[src/rtl/ysyx_23060236_store_buffer_pkg.sv]
// Shared types and constants for the LSU store buffer: drain FSM encoding,
// AXI response codes, default device-space base and the buffered entry layout.
package ysyx_23060236_store_buffer_pkg;

  typedef enum logic [1:0] {
    ST_IDLE = 2'd0,
    ST_SEND = 2'd1,
    ST_RESP = 2'd2
  } drain_state_e;

  localparam logic [1:0] RESP_OKAY   = 2'b00;
  localparam logic [1:0] RESP_SLVERR = 2'b10;
  localparam logic [1:0] RESP_DECERR = 2'b11;

  localparam logic [31:0] MMIO_BASE_DEFAULT = 32'h1000_0000;

  // One posted store as captured from the LSU AW/W channels.
  typedef struct packed {
    logic [31:0] addr;
    logic [2:0]  size;
    logic [31:0] data;
    logic [3:0]  strb;
    logic        mmio;
  } sbuf_entry_t;

  // Loads and stores alias when they touch the same 32-bit word.
  function automatic logic same_word(input logic [31:0] a, input logic [31:0] b);
    return a[31:2] == b[31:2];
  endfunction

endpackage

[src/rtl/ysyx_23060236_sbuf_fifo.sv]
// Entry storage for the store buffer: circular FIFO with natural-wrap
// pointers, an occupancy count, and a per-entry word-address hit vector used
// to detect loads that alias a pending store.
module ysyx_23060236_sbuf_fifo
  import ysyx_23060236_store_buffer_pkg::*;
#(
  parameter int DEPTH = 4
) (
  input  logic                     clock,
  input  logic                     reset,
  input  logic                     push,
  input  sbuf_entry_t              push_entry,
  input  logic                     pop,
  input  logic [31:0]              cmp_addr,
  output sbuf_entry_t              head,
  output logic                     full,
  output logic                     empty,
  output logic [$clog2(DEPTH):0]   count,
  output logic [DEPTH-1:0]         hit
);

  localparam int PW = $clog2(DEPTH);

  sbuf_entry_t        mem_q [DEPTH];
  sbuf_entry_t        mem_d [DEPTH];
  logic [DEPTH-1:0]   valid_q, valid_d;
  logic [PW-1:0]      wr_ptr_q, wr_ptr_d;
  logic [PW-1:0]      rd_ptr_q, rd_ptr_d;
  logic [PW:0]        count_q, count_d;

  assign full  = (count_q == (PW+1)'(DEPTH));
  assign empty = (count_q == '0);
  assign count = count_q;
  assign head  = mem_q[rd_ptr_q];

  // Next pointers, count and valid bits from this cycle's push/pop.
  always_comb begin
    mem_d    = mem_q;
    valid_d  = valid_q;
    wr_ptr_d = wr_ptr_q;
    rd_ptr_d = rd_ptr_q;
    count_d  = count_q;
    if (push) begin
      mem_d[wr_ptr_q]   = push_entry;
      valid_d[wr_ptr_q] = 1'b1;
      wr_ptr_d          = wr_ptr_q + 1'b1;
    end
    if (pop) begin
      valid_d[rd_ptr_q] = 1'b0;
      rd_ptr_d          = rd_ptr_q + 1'b1;
    end
    case ({push, pop})
      2'b10:   count_d = count_q + 1'b1;
      2'b01:   count_d = count_q - 1'b1;
      default: count_d = count_q;
    endcase
  end

  // Word-address compare against every valid entry, head included.
  always_comb begin
    hit = '0;
    for (int i = 0; i < DEPTH; i++) begin
      hit[i] = valid_q[i] & same_word(mem_q[i].addr, cmp_addr);
    end
  end

  // Control state; reset discards every entry.
  always_ff @(posedge clock) begin
    if (reset) begin
      valid_q  <= '0;
      wr_ptr_q <= '0;
      rd_ptr_q <= '0;
      count_q  <= '0;
    end else begin
      valid_q  <= valid_d;
      wr_ptr_q <= wr_ptr_d;
      rd_ptr_q <= rd_ptr_d;
      count_q  <= count_d;
    end
  end

  // Payload storage; contents are only meaningful under a valid bit.
  always_ff @(posedge clock) begin
    mem_q <= mem_d;
  end

endmodule

[src/rtl/ysyx_23060236_store_buffer.sv]
// Posted-write store buffer between the LSU store channel and the crossbar.
// Stores are acknowledged early and drained in order as single-beat AXI4
// writes; loads aliasing a pending store are held at the AR channel.
// Optional feature: YSYX_23060236_STORE_BUF_MMIO_EN makes stores at or above
// MMIO_BASE non-posted (response forwarded from the crossbar, one at a time).
//
// Handshake rule on every channel: a transfer happens in the cycle where
// valid and ready are both high; a raised valid keeps its payload stable
// until that cycle.
module ysyx_23060236_store_buffer
  import ysyx_23060236_store_buffer_pkg::*;
#(
  parameter int          DEPTH     = 4,
  parameter logic [31:0] MMIO_BASE = MMIO_BASE_DEFAULT
) (
  input  logic                   clock,
  input  logic                   reset,
  input  logic [31:0]            s_awaddr,
  input  logic                   s_awvalid,
  output logic                   s_awready,
  input  logic [2:0]             s_awsize,
  input  logic [31:0]            s_wdata,
  input  logic [3:0]             s_wstrb,
  input  logic                   s_wvalid,
  output logic                   s_wready,
  output logic [1:0]             s_bresp,
  output logic                   s_bvalid,
  input  logic                   s_bready,
  input  logic [31:0]            s_araddr,
  input  logic                   s_arvalid,
  output logic                   s_arready,
  output logic [31:0]            m_awaddr,
  output logic [2:0]             m_awsize,
  output logic                   m_awvalid,
  input  logic                   m_awready,
  output logic [31:0]            m_wdata,
  output logic [3:0]             m_wstrb,
  output logic                   m_wvalid,
  input  logic                   m_wready,
  input  logic [1:0]             m_bresp,
  input  logic                   m_bvalid,
  output logic                   m_bready,
  output logic [31:0]            m_araddr,
  output logic                   m_arvalid,
  input  logic                   m_arready,
  output logic                   empty,
  output logic                   store_err,
  output logic [1:0]             dbg_state,
  output logic [$clog2(DEPTH):0] dbg_count
);

`ifdef YSYX_23060236_STORE_BUF_MMIO_EN
  localparam bit MMIO_EN = 1'b1;
`else
  localparam bit MMIO_EN = 1'b0;
`endif

  sbuf_entry_t             push_entry, head;
  logic                    push, pop, push_mmio, hazard;
  logic                    fifo_full, fifo_empty;
  logic [$clog2(DEPTH):0]  count;
  logic [DEPTH-1:0]        hit;
  logic                    aw_hs, w_hs;

  drain_state_e state_q, state_d;
  logic         aw_done_q, aw_done_d;
  logic         w_done_q, w_done_d;
  logic         s_bvalid_q, s_bvalid_d;
  logic [1:0]   s_bresp_q, s_bresp_d;
  logic         mmio_pend_q, mmio_pend_d;
  logic         store_err_q, store_err_d;

  ysyx_23060236_sbuf_fifo #(.DEPTH(DEPTH)) u_fifo (
    .clock      (clock),
    .reset      (reset),
    .push       (push),
    .push_entry (push_entry),
    .pop        (pop),
    .cmp_addr   (s_araddr),
    .head       (head),
    .full       (fifo_full),
    .empty      (fifo_empty),
    .count      (count),
    .hit        (hit)
  );

  // AW and W are taken together; a pending LSU response or device store
  // stalls further pushes.
  assign push_mmio = MMIO_EN & (s_awaddr >= MMIO_BASE);
  assign push      = ~fifo_full & ~s_bvalid_q & ~mmio_pend_q & s_awvalid & s_wvalid;
  assign s_awready = push;
  assign s_wready  = push;
  assign push_entry = '{addr: s_awaddr, size: s_awsize, data: s_wdata,
                        strb: s_wstrb, mmio: push_mmio};

  // Read path: pass-through unless the load word aliases a buffered store.
  assign hazard    = s_arvalid & (|hit);
  assign m_arvalid = s_arvalid & ~hazard;
  assign s_arready = m_arready & ~hazard;
  assign m_araddr  = s_araddr;

  // Head entry feeds the crossbar write channels.
  assign m_awaddr = head.addr;
  assign m_awsize = head.size;
  assign m_wdata  = head.data;
  assign m_wstrb  = head.strb;

  assign s_bvalid  = s_bvalid_q;
  assign s_bresp   = s_bresp_q;
  assign store_err = store_err_q;
  assign empty     = fifo_empty & (state_q == ST_IDLE);
  assign dbg_state = state_q;
  assign dbg_count = count;

  // Drain FSM: issue AW/W for the head, wait for B, then pop.
  always_comb begin
    state_d   = state_q;
    aw_done_d = aw_done_q;
    w_done_d  = w_done_q;
    m_awvalid = 1'b0;
    m_wvalid  = 1'b0;
    m_bready  = 1'b0;
    pop       = 1'b0;
    aw_hs     = 1'b0;
    w_hs      = 1'b0;
    case (state_q)
      ST_IDLE: begin
        // Going to SEND on a push into an empty buffer saves a cycle.
        if (~fifo_empty | push) state_d = ST_SEND;
      end
      ST_SEND: begin
        m_awvalid = ~aw_done_q;
        m_wvalid  = ~w_done_q;
        aw_hs     = ~aw_done_q & m_awready;
        w_hs      = ~w_done_q & m_wready;
        if (aw_hs) aw_done_d = 1'b1;
        if (w_hs)  w_done_d  = 1'b1;
        if ((aw_done_q | aw_hs) & (w_done_q | w_hs)) begin
          state_d   = ST_RESP;
          aw_done_d = 1'b0;
          w_done_d  = 1'b0;
        end
      end
      ST_RESP: begin
        m_bready = 1'b1;
        if (m_bvalid) begin
          pop     = 1'b1;
          state_d = ST_IDLE;
        end
      end
      default: state_d = ST_IDLE;
    endcase
  end

  // LSU response and error tracking: posted stores answer at once, device
  // stores answer with the crossbar's own response when they drain.
  always_comb begin
    s_bvalid_d  = s_bvalid_q;
    s_bresp_d   = s_bresp_q;
    mmio_pend_d = mmio_pend_q;
    store_err_d = store_err_q;
    if (s_bvalid_q & s_bready) s_bvalid_d = 1'b0;
    if (push) begin
      if (push_mmio) begin
        mmio_pend_d = 1'b1;
      end else begin
        s_bvalid_d = 1'b1;
        s_bresp_d  = RESP_OKAY;
      end
    end
    if (pop) begin
      if (head.mmio) begin
        s_bvalid_d  = 1'b1;
        s_bresp_d   = m_bresp;
        mmio_pend_d = 1'b0;
      end else if (m_bresp != RESP_OKAY) begin
        store_err_d = 1'b1;
      end
    end
  end

  // State registers; reset abandons any in-flight crossbar beats.
  always_ff @(posedge clock) begin
    if (reset) begin
      state_q     <= ST_IDLE;
      aw_done_q   <= 1'b0;
      w_done_q    <= 1'b0;
      s_bvalid_q  <= 1'b0;
      s_bresp_q   <= RESP_OKAY;
      mmio_pend_q <= 1'b0;
      store_err_q <= 1'b0;
    end else begin
      state_q     <= state_d;
      aw_done_q   <= aw_done_d;
      w_done_q    <= w_done_d;
      s_bvalid_q  <= s_bvalid_d;
      s_bresp_q   <= s_bresp_d;
      mmio_pend_q <= mmio_pend_d;
      store_err_q <= store_err_d;
    end
  end

endmodule

[config.mk]
export PLATFORM = sky130hd
export DESIGN_NAME = ysyx_23060236_store_buffer
export DESIGN_NICKNAME = d
export VERILOG_FILES = /design/src/rtl/ysyx_23060236_store_buffer_pkg.sv /design/src/rtl/ysyx_23060236_sbuf_fifo.sv /design/src/rtl/ysyx_23060236_store_buffer.sv
export SDC_FILE = /design/constraint.sdc
export NUM_CORES = 1
export LEC_CHECK = 0
export CAP_MARGIN = 20
export CORE_ASPECT_RATIO = 0.75
export CORE_MARGIN = 1.5
export CORE_UTILIZATION = 57
export CTS_CLUSTER_DIAMETER = 50
export DETAILED_ROUTE_END_ITERATION = 8
export GPL_TIMING_DRIVEN = 0
export PLACE_DENSITY = 0.87
export SYNTH_ARGS = -nofsm -noshare
export SYNTH_HDL_FRONTEND = slang
export SYNTH_SLANG_ARGS = --single-unit
[constraint.sdc]
create_clock -name clock -period 5.8 [get_ports clock]
set_input_delay 0.87 -clock clock [delete_from_list [all_inputs] [get_ports clock]]
set_output_delay 0.87 -clock clock [all_outputs]
set_load 0.02 [all_outputs]
# Word-level counts from Yosys, hierarchy flattened
# Cells that the tools add are included.
# word_totals
register_bits	307
latchBits	0
mem_bits_rw	0
romBits	0
in_bits	115
output_inout_bits	120
n_memories	0
# classes
add_sub_neg	4
n_mul	0
n_div	0
order_cmp	7
n_eq_ne	12
n_shift	0
muxes	33
bitwise	30
n_reduce_logical	14
# op_table
op	n
bitwise mux 288 bit	1
two-way mux 72 bit	3
binary-select mux 72 bit (select 2 bit)	1
demux 72 bit (select 2 bit)	1
equality test 30 bit	4
bitwise AND 1 bit	15
two-way mux 1 bit	15
two-way mux 2 bit	6
two-way mux 4 bit	2
nonzero test 2 bit	4
inverter 1 bit	7
>= comparator 3 bit (second input constant)	2
< comparator 2 x 3 -> 1 bit (second input constant)	2
inverter 2 -> 3 bit	2
case mux 2 bit (3 select lines)	1
case mux 3 bit (2 select lines)	1
AND reduction 3 bit	2
adder 2 x 1 -> 2 bit (second input constant)	2
bitwise AND 4 bit	1
demux 1 bit (select 2 bit)	2
equality test 2 x 1 -> 1 bit (second input constant)	2
equality test 2 bit (second input constant)	2
>= comparator 2 x 1 -> 1 bit (second input constant)	2
!= test 2 bit (second input constant)	2
other kinds (13)	18

# Logic depth before layout (Yosys ltp)
# logic_depth
ltp_word	8
mapped_depth	9
depth_no_buf	9

# Modules after synthesis
# A second synthesis with hierarchy kept.
# hier_totals
hier_cells	707
area_unflattened_um2	13206.4
# modules_own_cells
mod	instances	cells_each	area_per_inst_um2	seq_area_each_um2
ysyx_23060236_sbuf_fifo	1	625	12550.8	8868.5
ysyx_23060236_store_buffer	1	82	655.6	160.2

# Least setup slack after synthesis
# OpenSTA, ideal clock, no wires.
# synth_path
path_type	input port to flip-flop
from	input s_wvalid
to	register u_fifo.mem_q[100] (netlist bit) (enable)
arrival_ns	3.184
setup_slack_ns	2.179
stages	3
n_path_buf	0
path_cell_list	nand3b_1 a21oi_2 and2_1
# synth_via
elab_chain_len	1
# synth_rtl
item	line_no	text
start, declared	ysyx_23060236_store_buffer.sv:24	input logic s_wvalid,
bitwise AND 1 bit	ysyx_23060236_store_buffer.sv:90	assign push = ~fifo_full & ~s_bvalid_q & ~mmio_pend_q & s_awvalid & s_wvalid;
via s_awready	ysyx_23060236_store_buffer.sv:20	output logic s_awready,
end signal, assigned	ysyx_23060236_sbuf_fifo.sv:84	mem_q <= mem_d;
end, declared	ysyx_23060236_sbuf_fifo.sv:24	sbuf_entry_t mem_q [DEPTH];
# The timed path passes the listed nets, and every way through them passes these cells.
# A chain may end at the register's enable or synchronous reset.

# Worst setup path in the final report
# layout_path
from	input s_araddr[13]
to	output s_arready
# layout_via
elab_chain_len	6
# layout_rtl
item	line_no	text
start, declared	ysyx_23060236_store_buffer.sv:29	input logic [31:0] s_araddr,
equality test 30 bit	ysyx_23060236_store_buffer_pkg.sv:28	return a[31:2] == b[31:2];
bitwise AND 1 bit	ysyx_23060236_sbuf_fifo.sv:63	hit[i] = valid_q[i] & same_word(mem_q[i].addr, cmp_addr);
OR reduction 4 bit *	ysyx_23060236_store_buffer.sv:97	assign hazard = s_arvalid & (|hit);
bitwise AND 1 bit *	ysyx_23060236_store_buffer.sv:97	
inverter 1 bit *	ysyx_23060236_store_buffer.sv:99	assign s_arready = m_arready & ~hazard;
bitwise AND 1 bit *	ysyx_23060236_store_buffer.sv:99	
end, declared	ysyx_23060236_store_buffer.sv:31	output logic s_arready,
# Mark *: on every way between the ends. The rest lies on a longest branch, timed or not.

==> qor.json <==
{
  "status": "finished, final reports clean",
  "worstSetupStartpointType": "input port",
  "std_cell_rows": 47,
  "finalWirelength_mm": 29.7,
  "drt_first_pass_iters": 5,
  "post-route-period-util_pct": 73.5,
  "vias": 7178,
  "clock-skew-final_ps": 12.1,
  "report.power.total_mw": 4.81,
  "fin_hold_viols": 0,
  "worstPathArrival_ps": 3390,
  "avgSynthCellArea_um2": 18.8,
  "worstSkewPairLatency_ps": 550,
  "synth-seq-area-share_pct": 69.1,
  "timing.hold.worst.start": "store_err$_SDFFE_PP0P_",
  "setup-tns-final_ps": 0,
  "postCtsHoldBufs": 0,
  "regToRegSetupSlack_ps": 3540,
  "hold_class": "reg2reg",
  "reg_clk_slew_reported_paths_ps": 60,
  "timing.critical_path.fanout_max": 5,
  "final.fill_count": 1316,
  "yosysUniqueCellTypes": 31,
  "start_util_pct": 58.3,
  "top_usage_layer": "met2",
  "transition_time_at_the_pin_with_the_least_slew_margin_ps": 901,
  "finish.net_count": 1061,
  "cts_resized": 0,
  "drtAntennaViolNets": 0,
  "synth.cell_area_um2": 12900,
  "proportion_of_layout_cells_with_a_drive_suffix_above_1_pct": 19.6,
  "criticalPathCategory": "in2out",
  "hold_path_end": "store_err$_SDFFE_PP0P_",
  "placement.cell_area_um2": 15500,
  "commonest_cells_after_routing_fill_and_taps_aside": "284 x sky130_fd_sc_hd__edfxtp_1, 215 x sky130_fd_sc_hd__clkdlybuf4s50_1, 71 x sky130_fd_sc_hd__mux4_2, 71 x sky130_fd_sc_hd__xnor2_1, 46 x sky130_fd_sc_hd__xor2_1",
  "design.core.area_um2": 22100,
  "pre_cts_slack_ps": 1650,
  "globalRouteOverflowTotal": 0,
  "die_width_um": 177,
  "numClockSinks": 303,
  "fmaxAchievable_mhz": 235,
  "tritoncts_clock_tree": "done",
  "layout.cell_area.non_filler_um2": 16500,
  "number_of_setup_violations_in_the_final_report": 0,
  "tritoncts.num_buffers": 30,
  "grt_usage_pct": 25.3,
  "remaining_routing_drc_violations": 0,
  "vias_per_cell": 5.72,
  "ys_ff_latch": 303,
  "netlist_instances": 685,
  "grt_setup_unrepaired": "no",
  "hpwl_mm": 20.7,
  "clk_root_buffer_cell": "sky130_fd_sc_hd__clkbuf_16",
  "worstReg2RegEnd": "u_fifo.mem_q[105]$_DFFE_PP_",
  "placement.io_buffers": 215,
  "clock_tree.buffer_depth": 3,
  "syn2layout_area_growth_pct": 27.8,
  "gr-usage-met1_pct": 34.1,
  "fp.dieArea_um2": 23600,
  "synth_warnings": 0,
  "rr_worst_depth": 4,
  "max_slew_margin_pct": 39.9,
  "min_period_ps": 4260,
  "timing.hold.worst_path_depth": 2,
  "ir_worst_vdd_uv": 289,
  "layout.cells.most_common": "sky130_fd_sc_hd__edfxtp_1",
  "drt-wirelength-per-cell_um": 23.7,
  "design.portCount": 235,
  "via_count_of_the_first_global_routing_pass": 7434,
  "fp.dieH_um": 133,
  "finalWeightedCongestion": 0.872,
  "maxCapViolations": 0,
  "slew_viol_final": 0,
  "drt-initial-drc-count": 565,
  "global_route_wire_length_before_repair_mm": 43.8,
  "grt_util_met3_pct": 8.11,
  "layout_setup_ws_ps": 1540,
  "grt_antenna_before_repair": 3,
  "setup.worst_path.end_class": "primary output",
  "grt_start_max_net_pins": 51,
  "postSynthNetCount": 810,
  "leakagePower_nw": 5.34,
  "timing.critical_path.required_ps": 4930,
  "reg2reg_from": "s_bvalid$_SDFF_PP0_",
  "gr-usage-met2_pct": 40.3,
  "hold_worst_slack_ps": 449,
  "h-tree-depth": 1,
  "post_cts.repair.setup_buffers": 0,
  "power.density_cell_area_nw_per_um2": 292
}
-- layer usage --
metal | share of wire, % | vias to the layer above
li1 | - | 3158
met1 | 40 | 3611
met2 | 47 | 361
met3 | 10 | 46
met4 | 2.2 | 2
met5 | 0.054 | -
-- how the worst max path moves through the flow --
stage / slack (ps) / endpoint / from / cells after the start
floorplan: 2180 / u_fifo.mem_q[100]$_DFFE_PP_ / s_wvalid / 3
global placement: 450 / u_fifo.mem_q[165]$_DFFE_PP_ / s_wvalid / 4
detailed placement: 1650 / s_arready / s_araddr[13] / 8
CTS: 1620 / s_arready / s_araddr[13] / 8
global route: 1510 / s_arready / s_araddr[13] / 8
finish: 1540 / s_arready / s_araddr[13] / 8
-- metrics by stage --
stage,utilization [%],cells
after floorplan,-,685
after global placement,69.7,1194
after detailed placement,70.3,1198
after CTS,74.5,1252
after global routing,74.5,1252
final,74.5,1254
-- cells by family after synthesis --
kind of cell / synth area share (%)
flops: 69.1
xor+xnor: 8.83
buf+inv: 4.26
simple gates: 3.39
mux: 12.5
compound gates: 0.970
fa+ha+maj: 1.03
-- registers in the layout, summed over array words and instances (netlist names) --
signal           cells
dbg_state            2
aw_done_q            1
w_done_q             1
s_bvalid             1
u_fifo.wr_ptr_q      2
u_fifo.valid_q       4
store_err            1
s_bresp              2
u_fifo.count         3
u_fifo.mem_q       284
u_fifo.rd_ptr_q      2
-- final cells by class --
class / instances / area [um2] / share of cell area, %
Tap cell: 294 / 368 / 2.23
Multi-Input combinational cell: 303 / 3450 / 20.9
Antenna cell: 2 / 5.00 / 0.0304
Buffer: 68 / 508 / 3.08
Sequential cell: 303 / 8910 / 54.0
Inverter: 11 / 41.3 / 0.250
Timing Repair Buffer: 219 / 2260 / 13.7
Clock buffer: 37 / 798 / 4.84
Clock inverter: 17 / 140 / 0.850
-- report_power, final --
group | switching (mW) | leakage (nW) | internal, mW
combinational | 0.242 | 2.17 | 0.255
sequential | 0.0229 | 2.73 | 2.44
clock | 0.782 | 0.445 | 1.06
total | 1.05 | 5.34 | 3.76
-- synthesized netlist by cell type --
cell type                   count  area [um2]
sky130_fd_sc_hd__a2111oi_0      1        8.76
sky130_fd_sc_hd__a21boi_1       1        7.51
sky130_fd_sc_hd__a21oi_1       12        60.1
sky130_fd_sc_hd__a21oi_2        1        8.76
sky130_fd_sc_hd__and2_1         5        31.3
sky130_fd_sc_hd__buf_2          7        35.0
sky130_fd_sc_hd__buf_4         41         308
sky130_fd_sc_hd__buf_6         12         135
sky130_fd_sc_hd__clkbuf_1       8        30.0
sky130_fd_sc_hd__dfxtp_1       19         380
sky130_fd_sc_hd__edfxtp_1     284        8530
sky130_fd_sc_hd__fa_1           1        20.0
sky130_fd_sc_hd__ha_1           9         113
sky130_fd_sc_hd__inv_1         11        41.3
sky130_fd_sc_hd__mux2i_1        1        10.0
sky130_fd_sc_hd__mux4_2        71        1600
sky130_fd_sc_hd__nand2b_1       2        12.5
sky130_fd_sc_hd__nand3b_1       1        7.51
sky130_fd_sc_hd__nand4_1       25         156
sky130_fd_sc_hd__nor2_1        17        63.8
sky130_fd_sc_hd__nor2b_1        2        12.5
sky130_fd_sc_hd__nor3_1         3        15.0
sky130_fd_sc_hd__nor3b_1        3        22.5
sky130_fd_sc_hd__nor4_1        16         100
sky130_fd_sc_hd__nor4b_1        1        8.76
sky130_fd_sc_hd__o21a_1         4        30.0
sky130_fd_sc_hd__o21ai_0        2        10.0
sky130_fd_sc_hd__or3_1          1        6.26
sky130_fd_sc_hd__xnor2_1       71         622
sky130_fd_sc_hd__xnor2_2        7         114
sky130_fd_sc_hd__xor2_1        46         403
-- critical path, cell delays in order --
cell,delay (ps)
sky130_fd_sc_hd__clkdlybuf4s50_1,690
sky130_fd_sc_hd__xnor2_1,180
sky130_fd_sc_hd__nand4_1,120
sky130_fd_sc_hd__nor4_1,520
sky130_fd_sc_hd__nand4_1,170
sky130_fd_sc_hd__nand4_1,210
sky130_fd_sc_hd__a21boi_1,90
sky130_fd_sc_hd__clkdlybuf4s50_1,540
(Power assumes the default switching activity.)
==> RTL change, RTL diff (same flow settings) <==
`DEPTH` is set to 4 in 2 places; all go to 8.
--- a/src/rtl/ysyx_23060236_sbuf_fifo.sv
+++ b/src/rtl/ysyx_23060236_sbuf_fifo.sv
@@ -4,7 +4,7 @@
 module ysyx_23060236_sbuf_fifo
   import ysyx_23060236_store_buffer_pkg::*;
 #(
-  parameter int DEPTH = 4
+  parameter int DEPTH = 8
 ) (
   input  logic                     clock,
   input  logic                     reset,
--- a/src/rtl/ysyx_23060236_store_buffer.sv
+++ b/src/rtl/ysyx_23060236_store_buffer.sv
@@ -10,7 +10,7 @@
 module ysyx_23060236_store_buffer
   import ysyx_23060236_store_buffer_pkg::*;
 #(
-  parameter int          DEPTH     = 4,
+  parameter int          DEPTH     = 8,
   parameter logic [31:0] MMIO_BASE = MMIO_BASE_DEFAULT
 ) (
   input  logic                   clock,
Ports: changed (resized dbg_count); port bits go from 235 to 236. The function was not compared with the original's and may differ.
==> RTL change against the unedited design <==
- first-iteration DRC count rose to 3.7 times the old value
- synthesized cell count is 97% higher
- cell area increased by 88%
- power grew 100%
- sequential cell count rose by 291
- synthesized area is 98% higher
- setup slack lost 0.12 ns
- wire length increased by 130%
==> RTL change: results (changes against the unedited design) <==
run status complete, no violations; GRT Resource Usage Total 0.304 (+0.0518); Comb. pwr 0.00122 W (+150%); non-filler cells in the finished layout 2277 (+82%); clk_lat worst skew 0.61 ns (+0.06 ns); largest net degree at the start of global routing 27 (-47%); worst hold slack 0.448 ns (-0.00138 ns); dpl ws 1.62 ns (-0.0271 ns); Syn Area/Cell 19.0 sq um (+0.68%); Pleak 9.56 nW (+79%); met1 Track Usage GR 0.431 (+0.0900); slowest CP cell buf_1; WL/cell 30.1 microns (+27%); Reg2Reg Capture Point u_fifo.mem_q[239]$_DFFE_PP_; H-tree levels 2 (+1); Reg2Reg Setup Slack 2.75 ns (-0.79 ns); Post-DP Area 29200 sq um (+88%); worst path arrival time 3.51 ns (+0.12 ns); sequential fraction of design power 0.495 (-0.018); grt met3 use 0.0784 (-0.00267); grt met2 use 0.472 (+0.0691); Worst Skew 0.0239 ns (+0.0117 ns); layout cell share with drive strength beyond 1 0.259 (+0.0623); Setup crit end m_awaddr[11]; Sw Ratio 0.233 (+0.0156); dominant cells by area after synthesis edfxtp_1, mux4_2, xnor2_1; Mapped Nets 1467 (+81%); crit path max fanout 10 (+5); number of buffers created by CTS 56 (+87%); max reg flops 568 (+100%); vias in the first global route 14.7k (+98%); slowest stage delay, CP 0.82 ns (+0.13 ns); Via density 6.31 (+10%); I/O Buffers 202 (-6.0%); first-pass GRT wire length 99700 microns (+130%)
[RTL change: cell types whose count changed after synthesis, sizes merged, moves of 11 or more]
cell / unedited run / this run
xnor2: 78 / 242
edfxtp: 284 / 568
nor2: 17 / 28
nand4: 25 / 57
xor2: 46 / 5
mux2: 0 / 71
mux4: 71 / 142
buf: 60 / 92
[RTL change: layout make-up]
cell class,instances,area (sq um)
Antenna cell,5,12.5
Buffer,108,642
Clock buffer,72,1470
Clock inverter,32,349
Fill cell,2626,12700
Inverter,5,18.8
Multi-Input combinational cell,640,7350
Sequential cell,594,17600
Tap cell,578,723
Timing Repair Buffer,243,2900
[RTL change: logic make-up (layout without fill, tap and decap cells)]
family,Yosys count,after routing,synth area share
AO/OA/AOI/OAI,31,31,0.00862
XOR/XNOR,247,247,0.0847
adder cells (fa/ha/maj),5,5,0.00245
buffers and inverters,113,460,0.0259
flip-flops,594,594,0.688
multiplexers,215,215,0.157
other,0,5,0
AND/OR/NAND/NOR,142,142,0.0328
